`src/rtl/lsu_dmem.sv`:
```
// lsu_dmem - load/store unit between the execute stage and port B of the
// 1 KB dual-port byte-enable data BRAM (512 x 16-bit words, two byte lanes).
//
// Converts byte-addressed 8/16-bit core requests into word accesses with
// per-lane write enables, sign/zero-extends loaded bytes, and absorbs the
// BRAM's one-cycle registered read latency (one registered result per load).
//
// Build option: define LSU_MISALIGN_EN to split misaligned halfword accesses
// into two word accesses (o_err tied low). Without it, misaligned halfwords
// make no BRAM access and are reported with a one-cycle o_err pulse.
//
// Ports:
//   i_clk, i_rst_n          clock, asynchronous active-low reset
//   i_req/o_ready           request handshake (accepted when both high)
//   i_we, i_size, i_signed  store/load, byte/half, sign/zero extend
//   i_addr, i_wdata         byte address, store data
//   o_rvalid, o_rdata       load result pulse / held result
//   o_err                   misaligned-access pulse
//   o_b_*, i_b_dout_*       BRAM port B (combinational drive, registered read)
module lsu_dmem (
   input  logic        i_clk,
   input  logic        i_rst_n,
   input  logic        i_req,
   input  logic        i_we,
   input  logic        i_size,
   input  logic        i_signed,
   input  logic [9:0]  i_addr,
   input  logic [15:0] i_wdata,
   output logic        o_ready,
   output logic        o_rvalid,
   output logic [15:0] o_rdata,
   output logic        o_err,
   output logic        o_b_en,
   output logic        o_b_we_h,
   output logic        o_b_we_l,
   output logic [8:0]  o_b_addr,
   output logic [7:0]  o_b_din_h,
   output logic [7:0]  o_b_din_l,
   input  logic [7:0]  i_b_dout_h,
   input  logic [7:0]  i_b_dout_l
);

`ifdef LSU_MISALIGN_EN
   typedef enum logic [2:0] {IDLE, RD_WAIT, RD_MIS, RD_MIS2, WR_MIS} state_t;
`else
   typedef enum logic [0:0] {IDLE, RD_WAIT} state_t;
`endif

   state_t      state;
   logic [8:0]  r_waddr;
   logic [7:0]  r_wdata_h;
   logic        r_signed;
   logic        r_lane;
   logic        r_half;
`ifdef LSU_MISALIGN_EN
   logic [7:0]  r_lo;
`else
   logic        r_mis;
   logic        r_err;
`endif

   logic        accept;
   logic        mis;
   logic [7:0]  sel_byte;
   logic [15:0] load_word;

   // State is forced to IDLE asynchronously, so gating ready with reset also
   // keeps every port B enable low while reset is held.
   assign o_ready = (state == IDLE) & i_rst_n;
   assign accept  = i_req & o_ready;
   assign mis     = i_size & i_addr[0];

   assign sel_byte  = r_lane ? i_b_dout_h : i_b_dout_l;
   assign load_word = r_half ? {i_b_dout_h, i_b_dout_l}
                             : {(r_signed ? {8{sel_byte[7]}} : 8'h00), sel_byte};

`ifdef LSU_MISALIGN_EN
   assign o_err = 1'b0;
`else
   assign o_err = r_err;
`endif

   always_comb begin
      o_b_en    = 1'b0;
      o_b_we_h  = 1'b0;
      o_b_we_l  = 1'b0;
      o_b_addr  = r_waddr;
      o_b_din_h = r_wdata_h;
      o_b_din_l = r_wdata_h;
      case (state)
         IDLE: begin
            o_b_addr  = i_addr[9:1];
            // high lane carries wdata[15:8] only for an aligned halfword;
            // byte stores and the first half of a split store use wdata[7:0]
            o_b_din_h = (i_size & ~i_addr[0]) ? i_wdata[15:8] : i_wdata[7:0];
            o_b_din_l = i_wdata[7:0];
            if (accept) begin
`ifdef LSU_MISALIGN_EN
               o_b_en = 1'b1;
`else
               o_b_en = ~mis;
`endif
               if (i_we) begin
                  if (!i_size) begin
                     o_b_we_l = ~i_addr[0];
                     o_b_we_h = i_addr[0];
                  end else if (!i_addr[0]) begin
                     o_b_we_l = 1'b1;
                     o_b_we_h = 1'b1;
                  end else begin
`ifdef LSU_MISALIGN_EN
                     o_b_we_h = 1'b1;
`endif
                  end
               end
            end
         end
`ifdef LSU_MISALIGN_EN
         RD_MIS: begin
            o_b_en   = 1'b1;
            o_b_addr = r_waddr + 9'd1;
         end
         WR_MIS: begin
            o_b_en    = 1'b1;
            o_b_we_l  = 1'b1;
            o_b_addr  = r_waddr + 9'd1;
            o_b_din_l = r_wdata_h;
         end
`endif
         default: ;
      endcase
   end

   always_ff @(posedge i_clk or negedge i_rst_n) begin
      if (!i_rst_n) begin
         state     <= IDLE;
         o_rvalid  <= 1'b0;
         o_rdata   <= '0;
         r_waddr   <= '0;
         r_wdata_h <= '0;
         r_signed  <= 1'b0;
         r_lane    <= 1'b0;
         r_half    <= 1'b0;
`ifdef LSU_MISALIGN_EN
         r_lo      <= '0;
`else
         r_mis     <= 1'b0;
         r_err     <= 1'b0;
`endif
      end else begin
         o_rvalid <= 1'b0;
`ifndef LSU_MISALIGN_EN
         r_err    <= 1'b0;
`endif
         case (state)
            IDLE: begin
               if (accept) begin
                  r_waddr   <= i_addr[9:1];
                  r_wdata_h <= i_wdata[15:8];
                  r_signed  <= i_signed;
                  r_lane    <= i_addr[0];
                  r_half    <= i_size;
`ifdef LSU_MISALIGN_EN
                  if (!i_we)
                     state <= mis ? RD_MIS : RD_WAIT;
                  else if (mis)
                     state <= WR_MIS;
`else
                  r_mis <= mis;
                  if (!i_we)
                     state <= RD_WAIT;
                  else if (mis)
                     r_err <= 1'b1;
`endif
               end
            end
            RD_WAIT: begin
               o_rvalid <= 1'b1;
               state    <= IDLE;
`ifdef LSU_MISALIGN_EN
               o_rdata  <= load_word;
`else
               if (r_mis) begin
                  o_rdata <= '0;
                  r_err   <= 1'b1;
               end else begin
                  o_rdata <= load_word;
               end
`endif
            end
`ifdef LSU_MISALIGN_EN
            // low result byte is staged in r_lo so o_rdata holds the previous
            // result until the combined value is presented with o_rvalid
            RD_MIS: begin
               r_lo  <= i_b_dout_h;
               state <= RD_MIS2;
            end
            RD_MIS2: begin
               o_rdata  <= {i_b_dout_l, r_lo};
               o_rvalid <= 1'b1;
               state    <= IDLE;
            end
            WR_MIS: state <= IDLE;
`endif
            default: state <= IDLE;
         endcase
      end
   end

endmodule

```
`config.mk`:
```
export PLATFORM = sky130hd
export DESIGN_NAME = lsu_dmem
export DESIGN_NICKNAME = d
export VERILOG_FILES = /design/src/rtl/lsu_dmem.sv
export SDC_FILE = /design/constraint.sdc
export NUM_CORES = 1
export LEC_CHECK = 0
export BUFFER_PORTS_ARGS = -buffer_cell sky130_fd_sc_hd__buf_2
export CAP_MARGIN = 20
export CORE_ASPECT_RATIO = 1.4
export CORE_UTILIZATION = 45
export DETAILED_ROUTE_END_ITERATION = 10
export GPL_ROUTABILITY_DRIVEN = 0
export PLACE_DENSITY = 0.88
export SYNTH_ARGS = -nofsm -noshare
export SYNTH_HDL_FRONTEND = slang
export SYNTH_SLANG_ARGS = --single-unit
export TNS_END_PERCENT = 10
```
`constraint.sdc`:
```
create_clock -name i_clk -period 1.92 [get_ports i_clk]
set_input_delay 0.384 -clock i_clk [delete_from_list [all_inputs] [get_ports i_clk]]
set_output_delay 0.384 -clock i_clk [all_outputs]
set_load 0.1 [all_outputs]
```
# Word-level counts from Yosys, hierarchy flattened
# Cells that the tools add are included.
[totals]
mem_count = 0
romBits = 0
latch_bits = 0
ram_bits = 0
register_bits = 40
out_inout_bits = 47
[op_classes]
shifts = 0
bitwise_logic = 7
mul = 0
magnitude_cmp = 0
n_mux = 28
n_div = 0
n_addsub = 0
n_eq_ne = 0
reduce_logical = 1
[op_table]
columns = ["operator", "count"]
rows = [
  ["two-way mux 8 bit", 5],
  ["two-way mux 16 bit", 2],
  ["two-way mux 1 bit", 18],
  ["two-way mux 9 bit", 1],
  ["AND 1 bit", 4],
  ["case mux 1 bit (2 select lines)", 2],
  ["inverter 1 bit", 3],
  ["AND reduction 2 bit", 1],
]

# Logic depth before layout (Yosys ltp)
# Gate-level depths: netlist (run 1).
[logic_depth]
word_depth = 5
mapped_depth = 6
ltp_nobuf = 4

# Worst setup path before layout (run 1)
# OpenSTA, ideal clock, no wires.
[synth_path]
path_type = "flip-flop to output port"
startpoint = "reg state"
endpoint = "out o_b_en"
t_arrival_ns = 3.379
path_buffers = 1
slack_ns = -1.843
path_stages_with_launch = 5
path_cell_list = "dfrtp_1 > buf_4 > nor2b_1 > nand2_1 > nor2_1"
[synth_via]
elab_chain_len = 5
[synth_lines]
columns = ["item", "line_no", "rtl"]
rows = [
  ["from (decl)", "49", "state_t state;"],
  ["from (signal assigned)", "136", "state <= IDLE;"],
  ["from (signal assigned)", "171", "state <= RD_WAIT;"],
  ["from (signal assigned)", "179", "state <= IDLE;"],
  ["inverter 1 bit", "--", ""],
  ["AND 1 bit", "69", "assign o_ready = (state == IDLE) & i_rst_n;"],
  ["named net o_ready", "29", "output logic o_ready,"],
  ["AND 1 bit", "70", "assign accept = i_req & o_ready;"],
  ["two-way mux 1 bit", "97", "if (accept) begin"],
  ["two-way mux 1 bit", "90", "case (state)"],
  ["to (decl)", "33", "output logic o_b_en,"],
]
# The timed path passes the listed nets, and every way through them passes these cells.

# Worst setup path in the final report (run 1)
[layout_path]
startpoint = "in i_addr[0]"
endpoint = "out o_b_din_h[5]"
[layout_via]
elab_chain_len = 4
[layout_lines]
columns = ["item", "line_no", "rtl"]
rows = [
  ["from (decl)", "27", "input logic [9:0] i_addr,"],
  ["inverter 1 bit", "95", "o_b_din_h = (i_size & ~i_addr[0]) ? i_wdata[15:8] : i_wdata[7:0];"],
  ["AND 1 bit", "95", ""],
  ["two-way mux 8 bit", "95", ""],
  ["two-way mux 8 bit", "90", ""],
  ["to (decl)", "37", "output logic [7:0] o_b_din_h,"],
]
# No other way between the ends.

==> run_results.csv, run 1 <==
group,metric,value,unit
status,run_status,"completed",
power,p_clk_frac,0.154,
sta,fmaxAchievable,0.533,GHz
placed_design,placedCellCount,340,
routing,vias,1779,
sta,worst_tran_pin_value,684,ps
final_layout,drive_gt1_frac,0.578,
cts,htree_levels,2,
routing,post_drt_wl_per_cell,15.0,um
yosys,synth_area,0.00212,mm^2
yosys,synth_cell_types,20,
global_route,first_global_vias,1793,
critical_path,endpoint_required_time_on_the_critical_path,1540,ps
placed_design,post-dp-hpwl,4.00,mm
floorplan,initial_core_util,0.467,
power,seq_power_share,0.322,
final_layout,final_standard_cell_count_with_taps_included_and_fillers_excluded,351,
sta,fin_crit,1880,ps
yosys,post_synthesis_area_per_instance,11.2,um^2
final_layout,layout.nets,338,
cts,max-clock-path-buffers,2,
floorplan,floorplan.die.width,60,um
power,power.share.combinational,0.524,
floorplan,chipHeight,83.2,um
yosys,postSynth.asyncResetShare,1.00,
global_route,grt_max_degree,40,
yosys,syn-num-nets,240,
sta,worst_setup_slack_final,42.6,ps
cts,tritoncts,"built",
power,power_leakage,1.62,nW
yosys,ys_seq_area_frac,0.472,
yosys,synth_warnings,0,
critical_path,worstRegToRegCells,4,
yosys,synth.area.top_cells,"sky130_fd_sc_hd__dfrtp_1 (47%), sky130_fd_sc_hd__mux2_4 (13%), sky130_fd_sc_hd__mux2i_1 (7.6%)",
floorplan,dieArea,0.00499,mm^2
floorplan,fp.coreArea,0.00454,mm^2
power,p_sw_frac,0.489,
yosys,yosys_most_used_dff,"sky130_fd_sc_hd__dfrtp_1",
routing,drtPass1Iterations,4,
final_layout,flow.area_growth_from_synthesis,52.4,%
critical_path,timing.critical_path.to_type,"primary output",
routing,via_per_inst,5.07,
routing,antenna_left,0,
cts,inserted_clock_buffers,5,
critical_path,arrival,1490,ps
global_route,globalRoute.totalOverflow,0,
yosys,ffs_latches_synth,40,
sta,fin_hold_viols,0,
power,vdd.ir_drop.worst,0.000477,V
power,p_int,0.00176,W
placed_design,io_buffers,94,
routing,postRouteWirelength,5.27,mm
global_route,grt_pass1_wl,8.22,mm
cts,clkSinkCount,40,
cts,clockRootBuffer,"sky130_fd_sc_hd__clkbuf_8",
sta,rsz0062_at_grt,"yes",
final_layout,fillers,317,
power,power_density,1060,mW/mm^2
power,netSwitchingPower,0.00168,W
final_layout,finish.instance_area,0.00323,mm^2
routing,drc,0,
floorplan,fp-row-count,29,
sta,clock_skew,11.4,ps
cts,clk_pin_slew,80,ps
global_route,total_global_route_track_usage,0.222,
yosys,post-synth-top-area-cell,"sky130_fd_sc_hd__dfrtp_1",
yosys,synth.top_cell.area_share,0.472,
sta,timing.final.max_slew_violations,0,
sta,timing.final.crit_share,0.978,
yosys,synth_edf_count,0,
sta,timing.max_slew.rel_slack,0.544,
critical_path,worst-setup-path-type,"in2out",
yosys,post_synth_inst_count,190,
cts,clock_latency_at_the_later_pin_of_the_worst_skew_pair,290,ps
floorplan,design.portCount,95,
min_path,worstHoldPathType,"in2async",
sta,worst_hold_slack,224,ps
placed_design,placed_area,0.00304,mm^2
critical_path,path_max_fanout,8,
critical_path,crit_path_start_kind,"primary input",
final_layout,antenna_cells,0,
global_route,grt_antenna_before_repair,0,
job,max_cap_violations,0,
placed_design,preCtsSetupSlack,-83.1,ps
routing,detailedRoute.firstIterationViolations,41,
sta,setup-violations-final,0,
## power groups by stage
stage	combinational (W)	clock [W]	sequential, W
floorplan	0.000768	0	0.00171
global placement	0.00175	0	0.00110
detailed placement	0.00178	0	0.00112
CTS	0.00179	0.000549	0.00110
global route	0.00187	0.000585	0.00113
finish	0.00180	0.000529	0.00111
## registers in the layout, summed over array words and instances, names as in the netlist
register,cells
state,1
r_mis,1
r_signed,1
r_lane,1
o_rdata,16
o_rvalid,1
o_err,1
r_half,1
r_waddr,9
r_wdata_h,8
## final cells by class
type	count	area, um^2	area share
Inverter	25	93.8	0.0290
Clock buffer	7	76.3	0.0236
Timing Repair Buffer	104	922	0.285
Multi-Input combinational cell	112	1050	0.325
Sequential cell	40	1000	0.311
Tap cell	62	77.6	0.0240
Clock inverter	1	5.00	0.00155
## worst max-delay path: stages
cell and delay (ps):
sky130_fd_sc_hd__buf_2 100, sky130_fd_sc_hd__inv_1 50, sky130_fd_sc_hd__ha_2 350, sky130_fd_sc_hd__mux2i_1 320
sky130_fd_sc_hd__o21ai_2 110, sky130_fd_sc_hd__buf_12 170
## what timing repair did
item | in CTS | in global routing
setup buffers | 0 | 2
hold buffers | 1 | 0
setup endpoints to repair | 27 | 27
resized for setup | 16 | 8
endpoints found under the hold margin | 1 | 0
## stage by stage
stage / util / total power, W / TNS, ps
floorplan: - / 0.00248 / -2500
detailed placement: 0.671 / 0.00289 / -560
finish: 0.712 / 0.00344 / 0
global placement: 0.671 / 0.00285 / -575
global route: 0.712 / 0.00358 / -88.0
CTS: 0.700 / 0.00345 / -371
## cells in the mapped netlist, types with 4 or more instances
cell type	count
sky130_fd_sc_hd__dfrtp_1	40
sky130_fd_sc_hd__nand2_1	10
sky130_fd_sc_hd__nor2b_1	9
sky130_fd_sc_hd__clkbuf_1	6
sky130_fd_sc_hd__buf_6	4
sky130_fd_sc_hd__mux2i_1	16
sky130_fd_sc_hd__o22ai_1	16
sky130_fd_sc_hd__inv_1	25
sky130_fd_sc_hd__o21ai_0	17
sky130_fd_sc_hd__mux2_2	12
sky130_fd_sc_hd__mux2_4	18
sky130_fd_sc_hd__nor2_1	6
## worst paths after layout
kind / from / end / slack, ps
max: i_addr[0] / o_b_din_h[5] / 40
min: i_rst_n / r_wdata_h[7] / 220
max reg2reg: state / r_wdata_h[0] / 220
min reg2reg: r_waddr[5] / r_waddr[5] / 510
max in group asynchronous: i_rst_n / state / 1330
min in group i_clk: i_we / state / 300
## per-layer routing
metal | up-vias | track usage | wire, um
li1 | 842 | - | -
met1 | 850 | 0.235 | 1910
met2 | 81 | 0.414 | 3040
met3 | 6 | 0.0483 | 247
met4 | 0 | 0.0698 | 70
met5 | - | 0 | 0
## placed cells by master (no fill, tap or decap)
cell type,n
sky130_fd_sc_hd__buf_2,65
sky130_fd_sc_hd__dfrtp_1,39
sky130_fd_sc_hd__inv_1,25
sky130_fd_sc_hd__buf_12,22
sky130_fd_sc_hd__mux2_4,18
sky130_fd_sc_hd__o21ai_2,16
sky130_fd_sc_hd__mux2i_1,16
sky130_fd_sc_hd__o22ai_1,16
sky130_fd_sc_hd__mux2_2,12
sky130_fd_sc_hd__buf_4,9
sky130_fd_sc_hd__nor2b_1,8
sky130_fd_sc_hd__buf_6,7
sky130_fd_sc_hd__nand2_1,5
sky130_fd_sc_hd__clkbuf_8,5
sky130_fd_sc_hd__nand2_2,4
sky130_fd_sc_hd__nor2_1,3
sky130_fd_sc_hd__nor2_4,3
sky130_fd_sc_hd__nand2b_1,2
sky130_fd_sc_hd__clkbuf_1,2
sky130_fd_sc_hd__nor2b_4,1
sky130_fd_sc_hd__and3b_2,1
sky130_fd_sc_hd__a32o_1,1
sky130_fd_sc_hd__nand2_4,1
sky130_fd_sc_hd__o21a_1,1
sky130_fd_sc_hd__o221ai_1,1
sky130_fd_sc_hd__o21ai_0,1
sky130_fd_sc_hd__ha_2,1
sky130_fd_sc_hd__ha_1,1
sky130_fd_sc_hd__clkinv_2,1
sky130_fd_sc_hd__dlygate4sd3_1,1
sky130_fd_sc_hd__dfrtp_4,1
## cell families after synthesis
| group | synth area share |
|---|---|
| buf+inv | 0.0844 |
| flops | 0.472 |
| compound gates | 0.0998 |
| fa+ha+maj | 0.0118 |
| mux | 0.267 |
| simple gates | 0.0649 |
Note: power is estimated with default switching activity, not from simulation.
==> inputs of run 2 (changes only) <==
Settings changed: CORE_UTILIZATION 45 to 47, PLACE_DENSITY 0.88 to 0.91.
==> run 2 against run 1 <==
Via count rose by 1.6%. Largest power group unchanged. Power is 6.0% higher. Non-clock buffer count rose by 2. Final area up 4.0%. Cell count unchanged. Critical endpoint is now o_b_we_l.
==> run_results.csv, run 2 (same netlist as run 1, synthesis figures left out) <==
group,metric,value,unit
cts,max-clock-path-buffers,2,
power,power_density,1080,mW/mm^2
floorplan,dieArea,0.00479,mm^2
cts,tritoncts,"built",
placed_design,post-dp-hpwl,4.29,mm
critical_path,worst-setup-path-type,"reg2out",
placed_design,placed_area,0.00319,mm^2
routing,drtPass1Iterations,4,
sta,timing.max_slew.rel_slack,0.545,
critical_path,worstSetupStartpoint,"state",
final_layout,layout_common_cells,"sky130_fd_sc_hd__buf_2 (65), sky130_fd_sc_hd__dfrtp_1 (39), sky130_fd_sc_hd__buf_12 (30), sky130_fd_sc_hd__inv_1 (25), sky130_fd_sc_hd__mux2_4 (21)",
critical_path,crit_path_start_kind,"flop",
final_layout,most_frequent_standard_cell_in_the_layout_excluding_fill_and_tap_cells,"sky130_fd_sc_hd__buf_2",
routing,vias,1808,
sta,setup-violations-final,0,
status,run_status,"completed",
floorplan,initial_core_util,0.496,
cts,clk_pin_slew,80,ps
floorplan,floorplan.die.width,58.8,um
floorplan,design.portCount,95,
critical_path,arrival,1510,ps
sta,clock_skew,3.04,ps
routing,post_drt_wl_per_cell,15.9,um
sta,final.setup.tns,0,ps
sta,timing.final.crit_share,0.987,
global_route,grt_antenna_before_repair,0,
power,vdd.ir_drop.worst,0.000635,V
critical_path,worst_r2r_startpoint,"r_half",
sta,fin_crit,1890,ps
critical_path,endpoint_required_time_on_the_critical_path,1540,ps
floorplan,fp-row-count,28,
cts,clock_latency_at_the_later_pin_of_the_worst_skew_pair,290,ps
sta,fin_hold_viols,0,
final_layout,layout.nets,340,
global_route,grt_pass1_wl,8.85,mm
sta,fmaxAchievable,0.528,GHz
routing,detailedRoute.firstIterationViolations,63,
floorplan,fp.coreArea,0.00427,mm^2
power,power,0.00364,W
cts,htree_levels,2,
final_layout,drive_gt1_frac,0.584,
sta,rsz0062_at_grt,"yes",
global_route,globalRoute.totalOverflow,0,
sta,worst_tran_pin_value,683,ps
final_layout,antenna_cells,0,
cts,clockRootBuffer,"sky130_fd_sc_hd__clkbuf_8",
power,power_leakage,1.68,nW
final_layout,reg_top3,"o_rdata: 16 flops, r_waddr: 9 flops, r_wdata_h: 8 flops",
routing,via_per_inst,5.15,
placed_design,placedCellCount,340,
critical_path,timing.critical_path.to_type,"primary output",
placed_design,io_buffers,94,
global_route,first_global_vias,1940,
routing,drc,0,
final_layout,largest-register,"o_rdata",
sta,timing.final.max_slew_violations,0,
routing,postRouteWirelength,5.59,mm
routing,antenna_left,0,
job,max_cap_violations,0,
final_layout,flow.area_growth_from_synthesis,58.5,%
min_path,worstHoldPathType,"in2async",
floorplan,chipHeight,81.5,um
critical_path,path_max_fanout,7,
final_layout,final_standard_cell_count_with_taps_included_and_fillers_excluded,351,
cts,clkSinkCount,40,
final_layout,final_util,0.786,
final_layout,finish.instance_area,0.00336,mm^2
final_layout,largest_register_ffs,16,
cts,inserted_clock_buffers,5,
global_route,grt_max_degree,34,
global_route,total_global_route_track_usage,0.249,
run 2: cell types whose count changed in the layout (fill, tap and decap cells not counted):
| cell | delta |
|---|---|
| sky130_fd_sc_hd__nand2_2 | -1 |
| sky130_fd_sc_hd__buf_12 | +8 |
| sky130_fd_sc_hd__mux2_4 | +3 |
| sky130_fd_sc_hd__bufinv_16 | +1 |
| sky130_fd_sc_hd__mux2_2 | -3 |
| sky130_fd_sc_hd__buf_6 | -6 |
| sky130_fd_sc_hd__clkinvlp_4 | +1 |
| sky130_fd_sc_hd__nand2_1 | +1 |
| sky130_fd_sc_hd__clkbuf_1 | -2 |
run 2: repair_timing:
action / 4_1_cts / 5_1_grt
endpoints found under the setup margin: 17 / 24
gates resized for setup: 10 / 1
buffers inserted: 0 / 2
hold endpoints to repair: 7 / 0
pin swaps: 0 / 0
hold buffers: 1 / 0
run 2: where the power goes:
| part | total (W) | leakage, nW | switching, W | internal (W) |
|---|---|---|---|---|
| sequential | 0.00110 | 0.488 | 0.000101 | 0.00100 |
| combinational | 0.00186 | 1.14 | 0.00132 | 0.000535 |
| clock | 0.000684 | 0.0541 | 0.000299 | 0.000385 |
| total | 0.00364 | 1.68 | 0.00172 | 0.00192 |
run 2: routing by layer:
metal | routed length (um) | track usage | part of all wire | vias up
met5 | 0 | 0 | 0 | -
met4 | 121 | 0.0976 | 0.022 | 0
met3 | 315 | 0.0598 | 0.056 | 11
met2 | 3070 | 0.464 | 0.55 | 75
met1 | 2090 | 0.266 | 0.37 | 874
li1 | - | - | - | 848
run 2: final timing paths:
| path | to | slack (ps) | depth (start not counted) |
|---|---|---|---|
| max | o_b_we_l | 30 | 4 |
| min | r_wdata_h[4] | 170 | 2 |
| max reg2reg | o_rdata[8] | 250 | 3 |
| min reg2reg | r_wdata_h[1] | 520 | 1 |
| max in group asynchronous | state | 1060 | 2 |
| min in group i_clk | state | 310 | 2 |
run 2: stage by stage:
step	setup slack, ps	hold WS [ps]
after global routing	-40.3	215
after floorplan	-169	88.4
after global placement	-52.7	253
final	25.5	174
after CTS	-56.3	191
after detailed placement	-124	255
run 2: final cells by class:
type | instances | area (um^2)
Inverter | 25 | 93.8
Timing Repair Buffer | 106 | 1010
Clock buffer | 5 | 68.8
Tap cell | 60 | 75.1
Fill cell | 269 | 915
Clock inverter | 3 | 42.5
Sequential cell | 40 | 1000
Multi-Input combinational cell | 112 | 1060
run 2: critical path, stage by stage, from the launching register on:
cell	delay [ps]
sky130_fd_sc_hd__dfrtp_4	540
sky130_fd_sc_hd__and3b_2	310
sky130_fd_sc_hd__nand2_4	80
sky130_fd_sc_hd__nor2_4	100
sky130_fd_sc_hd__buf_12	180
==> inputs of run 3 (changes only) <==
Settings changed: SETUP_SLACK_MARGIN set to 0.4, SLEW_MARGIN set to 20.
==> run 3 against run 2 <==
Sequential share of layout area decreased by 3.2 points. Hold slack worse by 74 ps. Clock-buffer cell count unchanged. Clock power is essentially flat. Via count is 3.1% higher. Worst setup slack gained 14 ps. Critical path type unchanged. Largest cell class unchanged.
==> run_results.csv, run 3 (same netlist as run 1, synthesis figures left out) <==
group,metric,value,unit
sta,final.setup.tns,0,ps
global_route,grt_pass1_wl,8.69,mm
final_layout,drive_gt1_frac,0.651,
cts,inserted_clock_buffers,5,
cts,clock_latency_at_the_later_pin_of_the_worst_skew_pair,290,ps
floorplan,dieArea,0.00479,mm^2
placed_design,post-dp-hpwl,4.38,mm
critical_path,endpoint_required_time_on_the_critical_path,1540,ps
cts,htree_levels,2,
global_route,grt_max_degree,25,
sta,rsz0062_at_grt,"yes",
min_path,worstHoldPathType,"in2async",
routing,vias,1864,
final_layout,largest-register,"o_rdata",
routing,drtPass1Iterations,4,
power,power,0.00381,W
sta,fin_crit,1880,ps
final_layout,multi_input_comb_area,0.00133,mm^2
floorplan,design.portCount,95,
critical_path,crit-reg2reg-capture,"o_rdata[8]",
routing,detailedRoute.firstIterationViolations,122,
routing,post_drt_wl_per_cell,18.7,um
sta,timing.max_slew.rel_slack,0.672,
critical_path,path_max_fanout,7,
status,run_status,"completed",
job,max_cap_violations,0,
routing,postRouteWirelength,6.64,mm
placed_design,io_buffers,94,
critical_path,flop2flop_setup_slack,390,ps
power,power_leakage,1.80,nW
critical_path,timing.critical_path.to_type,"primary output",
critical_path,worstSetupStartpoint,"state",
sta,clock_skew,4.47,ps
critical_path,crit_path_start_kind,"flop",
sta,fmaxAchievable,0.532,GHz
final_layout,most_frequent_standard_cell_in_the_layout_excluding_fill_and_tap_cells,"sky130_fd_sc_hd__buf_2",
sta,timing.final.max_slew_violations,0,
floorplan,fp.coreArea,0.00427,mm^2
sta,fin_hold_viols,0,
final_layout,layout.area.seq,0.00100,mm^2
global_route,grt_antenna_before_repair,0,
floorplan,floorplan.die.width,58.8,um
floorplan,fp-row-count,28,
sta,worst_tran_pin_value,495,ps
cts,clk_pin_slew,80,ps
cts,clkSinkCount,40,
critical_path,worstRegToRegCells,6,
critical_path,cp_cell_sequence,"buf_6 -> mux2_2 -> buf_12",
final_layout,layout_common_cells,"sky130_fd_sc_hd__buf_2 (63), sky130_fd_sc_hd__dfrtp_1 (38), sky130_fd_sc_hd__buf_12 (32), sky130_fd_sc_hd__inv_1 (24), sky130_fd_sc_hd__mux2_4 (24)",
sta,timing.final.crit_share,0.979,
cts,tritoncts,"built",
critical_path,slowest_delay,480,ps
sta,setup-violations-final,0,
global_route,globalRoute.totalOverflow,0,
final_layout,flow.area_growth_from_synthesis,77.2,%
floorplan,initial_core_util,0.496,
routing,via_per_inst,5.25,
power,vdd.ir_drop.worst,0.000590,V
critical_path,arrival,1500,ps
cts,clockRootBuffer,"sky130_fd_sc_hd__clkbuf_8",
final_layout,layout.nets,344,
final_layout,reg_top3,"o_rdata: 16 flops, r_waddr: 9 flops, r_wdata_h: 8 flops",
global_route,total_global_route_track_usage,0.250,
cts,max-clock-path-buffers,2,
routing,drc,0,
final_layout,fillers,196,
final_layout,antenna_cells,0,
routing,antenna_left,0,
final_layout,largest_register_ffs,16,
critical_path,crit_path_end,"o_b_addr[1]",
power,power_density,1010,mW/mm^2
floorplan,chipHeight,81.5,um
critical_path,worst_r2r_startpoint,"state",
critical_path,timing.critical_path.slowest_stage_cell,"sky130_fd_sc_hd__dfrtp_2",
global_route,first_global_vias,1838,
critical_path,worst-setup-path-type,"reg2out",
## run 3: cell types whose count changed in the layout (fill, tap and decap cells not counted), moves of 3 or more
| cell | before | now |
|---|---|---|
| sky130_fd_sc_hd__o21ai_4 | 0 | 14 |
| sky130_fd_sc_hd__buf_4 | 9 | 6 |
| sky130_fd_sc_hd__o21ai_2 | 16 | 2 |
| sky130_fd_sc_hd__mux2_4 | 21 | 24 |
| sky130_fd_sc_hd__mux2_2 | 9 | 6 |
| sky130_fd_sc_hd__o22ai_1 | 16 | 11 |
| sky130_fd_sc_hd__mux2i_1 | 16 | 10 |
| sky130_fd_sc_hd__buf_6 | 1 | 4 |
| sky130_fd_sc_hd__mux2i_2 | 0 | 4 |
| sky130_fd_sc_hd__o22ai_2 | 0 | 5 |
## run 3: layout make-up
class | instances | area share
multi-input cells | 112 | 0.354
flip-flops and latches | 40 | 0.267
inverters | 25 | 0.0283
repair buffers | 110 | 0.301
clock buffers | 5 | 0.0183
well taps | 60 | 0.0200
clock inverters | 3 | 0.0113
## run 3: worst min-delay path by stage
| stage | to | slack, ps |
|---|---|---|
| 2_1_floorplan | o_err | 90 |
| 3_3_place_gp | r_waddr[8] | 240 |
| 3_5_place_dp | r_waddr[8] | 240 |
| 4_1_cts | r_waddr[5] | 90 |
| 5_1_grt | r_waddr[5] | 100 |
| 6_report | r_waddr[5] | 100 |
## run 3: critical path: cells and delay by family (launching register included)
kind     cells  cell delay, ps
flops        1             480
mux          1             370
buf+inv      2             340
## run 3: metal layers
metal / GRT usage / wire (um) / up-vias
met5: 0 / 0 / -
met4: 0.0786 / 125 / 0
met3: 0.0488 / 266 / 10
met2: 0.501 / 3850 / 83
met1: 0.248 / 2400 / 915
li1: - / - / 856
## run 3: stage by stage
step	instances	hold WS, ps	setup slack (ps)	util	cell area (um^2)
2_1_floorplan	190	88.4	-143	-	2340
3_3_place_gp	339	237	107	0.767	3280
3_5_place_dp	339	244	44.4	0.767	3280
4_1_cts	350	87.7	4.26	0.809	3460
5_1_grt	355	102	-6.58	0.879	3750
6_report	355	100	39.7	0.879	3750
## run 3: repair_timing
item	in CTS	in global routing
hold buffers	1	0
cloned	1	1
resized for setup	5	56
pin swaps	0	15
hold endpoints to repair	5	0
setup endpoints to repair	36	58
buffers inserted	1	4
## run 3: power by group
group	internal (W)	switching [W]	total, W
logic	0.000608	0.00139	0.00199
registers	0.00100	0.000129	0.00113
clock network	0.000385	0.000302	0.000686
total	0.00199	0.00182	0.00381
